`config.mk`:
```
export PLATFORM = sky130hd
export DESIGN_NAME = corr_window_ctrl_flat
export DESIGN_NICKNAME = d
export VERILOG_FILES = /design/src/rtl/corr_win_pkg.sv /design/src/rtl/corr_window_ctrl_if.sv /design/src/rtl/win_stat_counter.sv /design/src/rtl/corr_window_ctrl.sv /design/src/flat_wrapper.sv
export SDC_FILE = /design/constraint.sdc
export NUM_CORES = 1
export LEC_CHECK = 0
export CAP_MARGIN = 40
export CORE_MARGIN = 4
export CORE_UTILIZATION = 25
export CTS_BUF_LIST = sky130_fd_sc_hd__clkbuf_8
export CTS_CLUSTER_SIZE = 12
export DETAILED_ROUTE_END_ITERATION = 7
export SKIP_LAST_GASP = 1
export SYNTH_ARGS = -nofsm -noshare
export SYNTH_HDL_FRONTEND = slang
export SYNTH_SLANG_ARGS = --single-unit
```
`constraint.sdc`:
```
create_clock -name clk -period 1.7 [get_ports clk]
set_input_delay 0.255 -clock clk [delete_from_list [all_inputs] [get_ports clk]]
set_output_delay 0.255 -clock clk [all_outputs]
set_load 0.1 [all_outputs]
```
`src/rtl/corr_win_pkg.sv`:
```
// Shared types and constants for the correlation window sequencer.
package corr_win_pkg;

  typedef enum logic [2:0] {
    ST_IDLE,
    ST_ACCEPT,
    ST_SETTLE,
    ST_PRESENT,
    ST_FLUSH
  } win_state_t;

  localparam int CORR_WIN_DEPTH = 17;
  localparam int NIBBLE_W       = 4;
  localparam int WIN_COUNT_W    = 16;

endpackage

```
`src/rtl/corr_window_ctrl_if.sv`:
```
// Control, symbol stream, shift-register write and window handshake bundle.
interface corr_window_ctrl_if;
  import corr_win_pkg::*;

  logic                   start;
  logic                   flush;
  logic                   in_valid;
  logic [NIBBLE_W-1:0]    in_data;
  logic                   in_ready;
  logic                   sr_we;
  logic [NIBBLE_W-1:0]    sr_wdata;
  logic                   win_valid;
  logic                   win_ack;
  logic                   busy;
  logic [WIN_COUNT_W-1:0] win_count;

  modport master (
    output start, flush, in_valid, in_data, win_ack,
    input  in_ready, sr_we, sr_wdata, win_valid, busy, win_count
  );

  modport slave (
    input  start, flush, in_valid, in_data, win_ack,
    output in_ready, sr_we, sr_wdata, win_valid, busy, win_count
  );

endinterface

```
`src/rtl/win_stat_counter.sv`:
```
// Saturating presented-window counter with synchronous clear.
module win_stat_counter
  import corr_win_pkg::*;
(
  input  logic                   clk,
  input  logic                   rst_n,
  input  logic                   clr,
  input  logic                   inc,
  output logic [WIN_COUNT_W-1:0] count
);

  logic [WIN_COUNT_W-1:0] count_reg;

  always_ff @(posedge clk) begin
    if (!rst_n || clr) begin
      count_reg <= '0;
    end else if (inc && (count_reg != {WIN_COUNT_W{1'b1}})) begin
      count_reg <= count_reg + WIN_COUNT_W'(1);
    end
  end

  assign count = count_reg;

endmodule

```
`src/rtl/corr_window_ctrl.sv`:
```
// Sequencer for the correlation window shift register: decimated fill, present, flush.
// Define CORR_WIN_STATS_EN to count presented windows on win_count (else tied to 0).
module corr_window_ctrl
  import corr_win_pkg::*;
#(
  parameter int DEPTH = CORR_WIN_DEPTH,
  parameter int DECIM = 1
) (
  input  logic              clk,
  input  logic              rst_n,
  corr_window_ctrl_if.slave bus
);

  localparam int FW = $clog2(DEPTH + 1);
  localparam int DW = (DECIM > 1) ? $clog2(DECIM) : 1;
  localparam logic [FW-1:0] DEPTH_C    = FW'(DEPTH);
  localparam logic [FW-1:0] FILL_ONE   = FW'(1);
  localparam logic [DW-1:0] DECIM_LAST = DW'(DECIM - 1);
  localparam logic [DW-1:0] DECIM_ONE  = DW'(1);

  win_state_t          state_reg;
  logic [FW-1:0]       fill_cnt_reg;
  logic [FW-1:0]       flush_cnt_reg;
  logic [DW-1:0]       decim_cnt_reg;
  logic                in_ready_reg;
  logic                sr_we_reg;
  logic [NIBBLE_W-1:0] sr_wdata_reg;
  logic                win_valid_reg;
  logic                busy_reg;

  always_ff @(posedge clk) begin
    if (!rst_n) begin
      state_reg     <= ST_IDLE;
      fill_cnt_reg  <= '0;
      flush_cnt_reg <= '0;
      decim_cnt_reg <= '0;
      in_ready_reg  <= 1'b0;
      sr_we_reg     <= 1'b0;
      sr_wdata_reg  <= '0;
      win_valid_reg <= 1'b0;
      busy_reg      <= 1'b0;
    end else begin
      sr_we_reg <= 1'b0;
      busy_reg  <= (state_reg != ST_IDLE);
      if (bus.flush) begin
        state_reg     <= ST_FLUSH;
        flush_cnt_reg <= FILL_ONE;
        sr_we_reg     <= 1'b1;
        sr_wdata_reg  <= '0;
        in_ready_reg  <= 1'b0;
        win_valid_reg <= 1'b0;
      end else begin
        case (state_reg)
          ST_IDLE: begin
            if (bus.start) begin
              state_reg     <= ST_ACCEPT;
              fill_cnt_reg  <= '0;
              decim_cnt_reg <= '0;
              in_ready_reg  <= 1'b1;
            end
          end
          ST_ACCEPT: begin
            // in_ready low here only during the write cycle of a priming nibble
            if (!in_ready_reg) begin
              state_reg <= ST_SETTLE;
            end else if (bus.in_valid) begin
              decim_cnt_reg <= (decim_cnt_reg == DECIM_LAST) ? '0 : decim_cnt_reg + DECIM_ONE;
              if (decim_cnt_reg == DECIM_LAST) begin
                sr_we_reg    <= 1'b1;
                sr_wdata_reg <= bus.in_data;
                if (fill_cnt_reg >= DEPTH_C - FILL_ONE) begin
                  fill_cnt_reg <= DEPTH_C;
                  in_ready_reg <= 1'b0;
                end else begin
                  fill_cnt_reg <= fill_cnt_reg + FILL_ONE;
                end
              end
            end
          end
          ST_SETTLE: begin
            state_reg     <= ST_PRESENT;
            win_valid_reg <= 1'b1;
          end
          ST_PRESENT: begin
            if (bus.win_ack) begin
              state_reg     <= ST_ACCEPT;
              win_valid_reg <= 1'b0;
              in_ready_reg  <= 1'b1;
            end
          end
          ST_FLUSH: begin
            if (flush_cnt_reg == DEPTH_C) begin
              state_reg    <= ST_IDLE;
              fill_cnt_reg <= '0;
            end else begin
              sr_we_reg     <= 1'b1;
              sr_wdata_reg  <= '0;
              flush_cnt_reg <= flush_cnt_reg + FILL_ONE;
            end
          end
          default: state_reg <= ST_IDLE;
        endcase
      end
    end
  end

  assign bus.in_ready  = in_ready_reg;
  assign bus.sr_we     = sr_we_reg;
  assign bus.sr_wdata  = sr_wdata_reg;
  assign bus.win_valid = win_valid_reg;
  assign bus.busy      = busy_reg;

`ifdef CORR_WIN_STATS_EN
  logic stat_inc;
  logic flush_done;

  assign stat_inc   = (state_reg == ST_SETTLE) && !bus.flush;
  assign flush_done = (state_reg == ST_FLUSH) && (flush_cnt_reg == DEPTH_C) && !bus.flush;

  win_stat_counter u_stats (
    .clk   (clk),
    .rst_n (rst_n),
    .clr   (flush_done),
    .inc   (stat_inc),
    .count (bus.win_count)
  );
`else
  assign bus.win_count = '0;
`endif

endmodule

```
`src/flat_wrapper.sv`:
```
// flat-port wrapper written by rule: the top's interface ports become plain ports
module corr_window_ctrl_flat import corr_win_pkg::*;
#(
  parameter int DEPTH = CORR_WIN_DEPTH,
  parameter int DECIM = 1
)
  (clk, rst_n, bus_start, bus_flush, bus_in_valid, bus_in_data, bus_win_ack, bus_in_ready, bus_sr_we, bus_sr_wdata, bus_win_valid, bus_busy, bus_win_count);
  corr_window_ctrl_if bus_i ();
  input  logic clk;
  input  logic rst_n;
  input wire logic [$bits(bus_i.start)-1:0] bus_start;
  input wire logic [$bits(bus_i.flush)-1:0] bus_flush;
  input wire logic [$bits(bus_i.in_valid)-1:0] bus_in_valid;
  input wire logic [$bits(bus_i.in_data)-1:0] bus_in_data;
  input wire logic [$bits(bus_i.win_ack)-1:0] bus_win_ack;
  output wire logic [$bits(bus_i.in_ready)-1:0] bus_in_ready;
  output wire logic [$bits(bus_i.sr_we)-1:0] bus_sr_we;
  output wire logic [$bits(bus_i.sr_wdata)-1:0] bus_sr_wdata;
  output wire logic [$bits(bus_i.win_valid)-1:0] bus_win_valid;
  output wire logic [$bits(bus_i.busy)-1:0] bus_busy;
  output wire logic [$bits(bus_i.win_count)-1:0] bus_win_count;
  assign bus_i.start = bus_start;
  assign bus_i.flush = bus_flush;
  assign bus_i.in_valid = bus_in_valid;
  assign bus_i.in_data = bus_in_data;
  assign bus_i.win_ack = bus_win_ack;
  assign bus_in_ready = bus_i.in_ready;
  assign bus_sr_we = bus_i.sr_we;
  assign bus_sr_wdata = bus_i.sr_wdata;
  assign bus_win_valid = bus_i.win_valid;
  assign bus_busy = bus_i.busy;
  assign bus_win_count = bus_i.win_count;
  corr_window_ctrl #(.DEPTH(DEPTH), .DECIM(DECIM)) u_core (.clk(clk), .rst_n(rst_n), .bus(bus_i));
endmodule
```
==> out/results.txt <==
DRT Pass-1 Iters - 4
Via Count - 999
CP required - 1910 ps
cell area after synthesis - 1190 sq um
largest net degree at the start of global routing - 14
Die Ht - 77.1 um
Avg Synthesized Cell Area - 8.53 sq um
Hold Crit Class - flop to flop
critical path class - flop to flop
initial antenna violation count - 0
Post-synth top cells - 21 x dfxtp_1, 16 x buf_4, 12 x nand2_1
Leak - 0.576 nW
io pins - 34
max_cap viols - 0
cts hold-fix bufs - 0
clock skew - 1.39 ps
R2R Path Start - u_core.flush_cnt_reg[1]
Worst Hold Slack - 486 ps
clk sinks - 21
Hold Crit Depth - 2
Clock Path Buffers - 2
RSZ-0062 raised after global routing - false
GRT Total Usage - 0.0843
CP Launch Type - flop
Clock Root Buffer - clkbuf_8
worst hold start - u_core.fill_cnt_reg[3]
area of the die - 5940 sq um
Pwr Total - 1.17 mW
Yosys reg bits - 21
Netlist cell types - 41
share of layout cells above drive strength 1 - 0.177
R2R depth - 6
Clock Latency Late Sink - 260 ps
worst-path fanout max - 5
fmax - 629 MHz
Antenna Nets Post-Route - 0
Total Neg Setup Slack - 0 ps
P per Cell Area - 761 nW/um^2
Die X - 77.1 um
Post-synth EDFFs - 0
Max Slew Vio Count - 0
reg2reg end - u_core.fill_cnt_reg[4]
footprint of the multi-input gates - 673 sq um
Layout fillers - 466
total CTS buffers - 3
Setup WS post-layout - 111 ps
Antenna Cells - 0
Detailed Place HPWL - 1950 um
Reg clk slew, reported paths - 80 ps
initial core utilization - 0.267
vias in the first global route - 948
min cycle time layout - 1590 ps
Setup violations, final - 0
Worst Setup End Kind - flop
top-count cell post-synth - dfxtp_1
Async S/R FF share, synth - 0
Max VDD drop - 0.451 mV
Initial DRC Count - 48
Synth Instances - 140
CP arrival - 1800 ps
global-route wire length before repair - 4190 um
core area - 4470 sq um
Final Hold Fails - 0
Ys Warns - 0
worst hold endpoint - u_core.fill_cnt_reg[3]
start point of the critical path - u_core.flush_cnt_reg[1]
GPL Wtd Cong - 0.760
run status - complete, no violations
PortBufs - 17
Placement Rows - 24
CTS tree - built
period utilization - 0.934
register area share after synthesis - 0.352
Vias/cell - 4.63
synth-to-layout area growth - 29.2%
Nets - 179
pre-CTS setup slack - 63.0 ps
cell taking the most area after synthesis - dfxtp_1
Remaining DRCs - 0
final wirelength - 2520 um
Post-synth top flop - dfxtp_1
CTS H-tree lvls - 1
DR WL/cell - 11.7 um
grt ovf - 0
Synth area leaders - dfxtp_1 35%, buf_4 10%, a21oi_1 4.6%
Register Area - 422 sq um
area fraction of the dominant cell type after synthesis - 0.352
FF-to-FF setup slack - 110 ps
## worst max-delay path: stages, from the launching register on
cell and delay, ps:
dfxtp_1 340, inv_1 60, ha_2 190, nand4bb_4 140, or3b_4 440, a211oi_2 230, o211a_1 150
## layout make-up
type | count | area share
clock buffers | 3 | 0.0268
clock inverters | 1 | 0.00324
inverters | 5 | 0.0122
multi-input cells | 108 | 0.436
flip-flops and latches | 21 | 0.273
well taps | 52 | 0.0422
repair buffers | 26 | 0.206
## what timing repair did
item | 4_1_cts | 5_1_grt
gates resized for setup | 0 | 1
setup endpoints to repair | 0 | 1
buffers inserted | 0 | 0
## per-stage QoR
step | instance area, sq um | util | std cells
detailed placement | 1490 | 0.334 | 212
CTS | 1540 | 0.344 | 216
finish | 1540 | 0.345 | 216
global route | 1540 | 0.345 | 216
floorplan | 1250 | - | 155
global placement | 1490 | 0.334 | 212
## report_power, final
part | internal, mW | switching (mW)
registers | 0.503 | 0.0160
clock network | 0.163 | 0.166
logic | 0.0777 | 0.247
total | 0.744 | 0.429
## how the worst max path moves through the flow
stage / to / slack [ps]
floorplan: u_core.fill_cnt_reg[3] / 160
global placement: u_core.fill_cnt_reg[0] / 90
detailed placement: u_core.fill_cnt_reg[0] / 60
CTS: u_core.fill_cnt_reg[3] / 90
global route: u_core.fill_cnt_reg[3] / 6
finish: u_core.fill_cnt_reg[4] / 110
## cell usage in the layout (no fill, tap or decap), drive strengths merged, types with 2 or more instances in the layout
master,Yosys,routed
a211oi,3,3
a21oi,11,11
a221oi,2,2
buf,17,17
clkbuf,4,3
clkdlybuf4s50,0,9
conb,1,16
dfxtp,21,21
ha,4,4
inv,5,5
mux2i,2,2
nand2,12,12
nand2b,2,2
nand3,11,11
nor2,10,10
nor3,2,2
nor3b,3,3
o211ai,2,2
o21a,2,2
o21ai,4,4
o31a,2,2
or2,2,2
or3b,2,2
xor2,3,3
## routing by layer
metal  routed length (um)  GRT usage
met1                 1220      0.108
met2                 1170      0.141
met3                  116     0.0246
met4                   11     0.0160
met5                    0          0
## kinds of logic after synthesis
family,count (synthesis),synth area share
AO/OA/AOI/OAI,31,0.181
XOR/XNOR,4,0.0294
adder cells (fa/ha/maj),4,0.0419
buffers and inverters,26,0.133
flip-flops,21,0.352
multiplexers,2,0.0168
other,1,0.00314
AND/OR/NAND/NOR,51,0.242
Note: power is estimated with default switching activity, not from simulation.
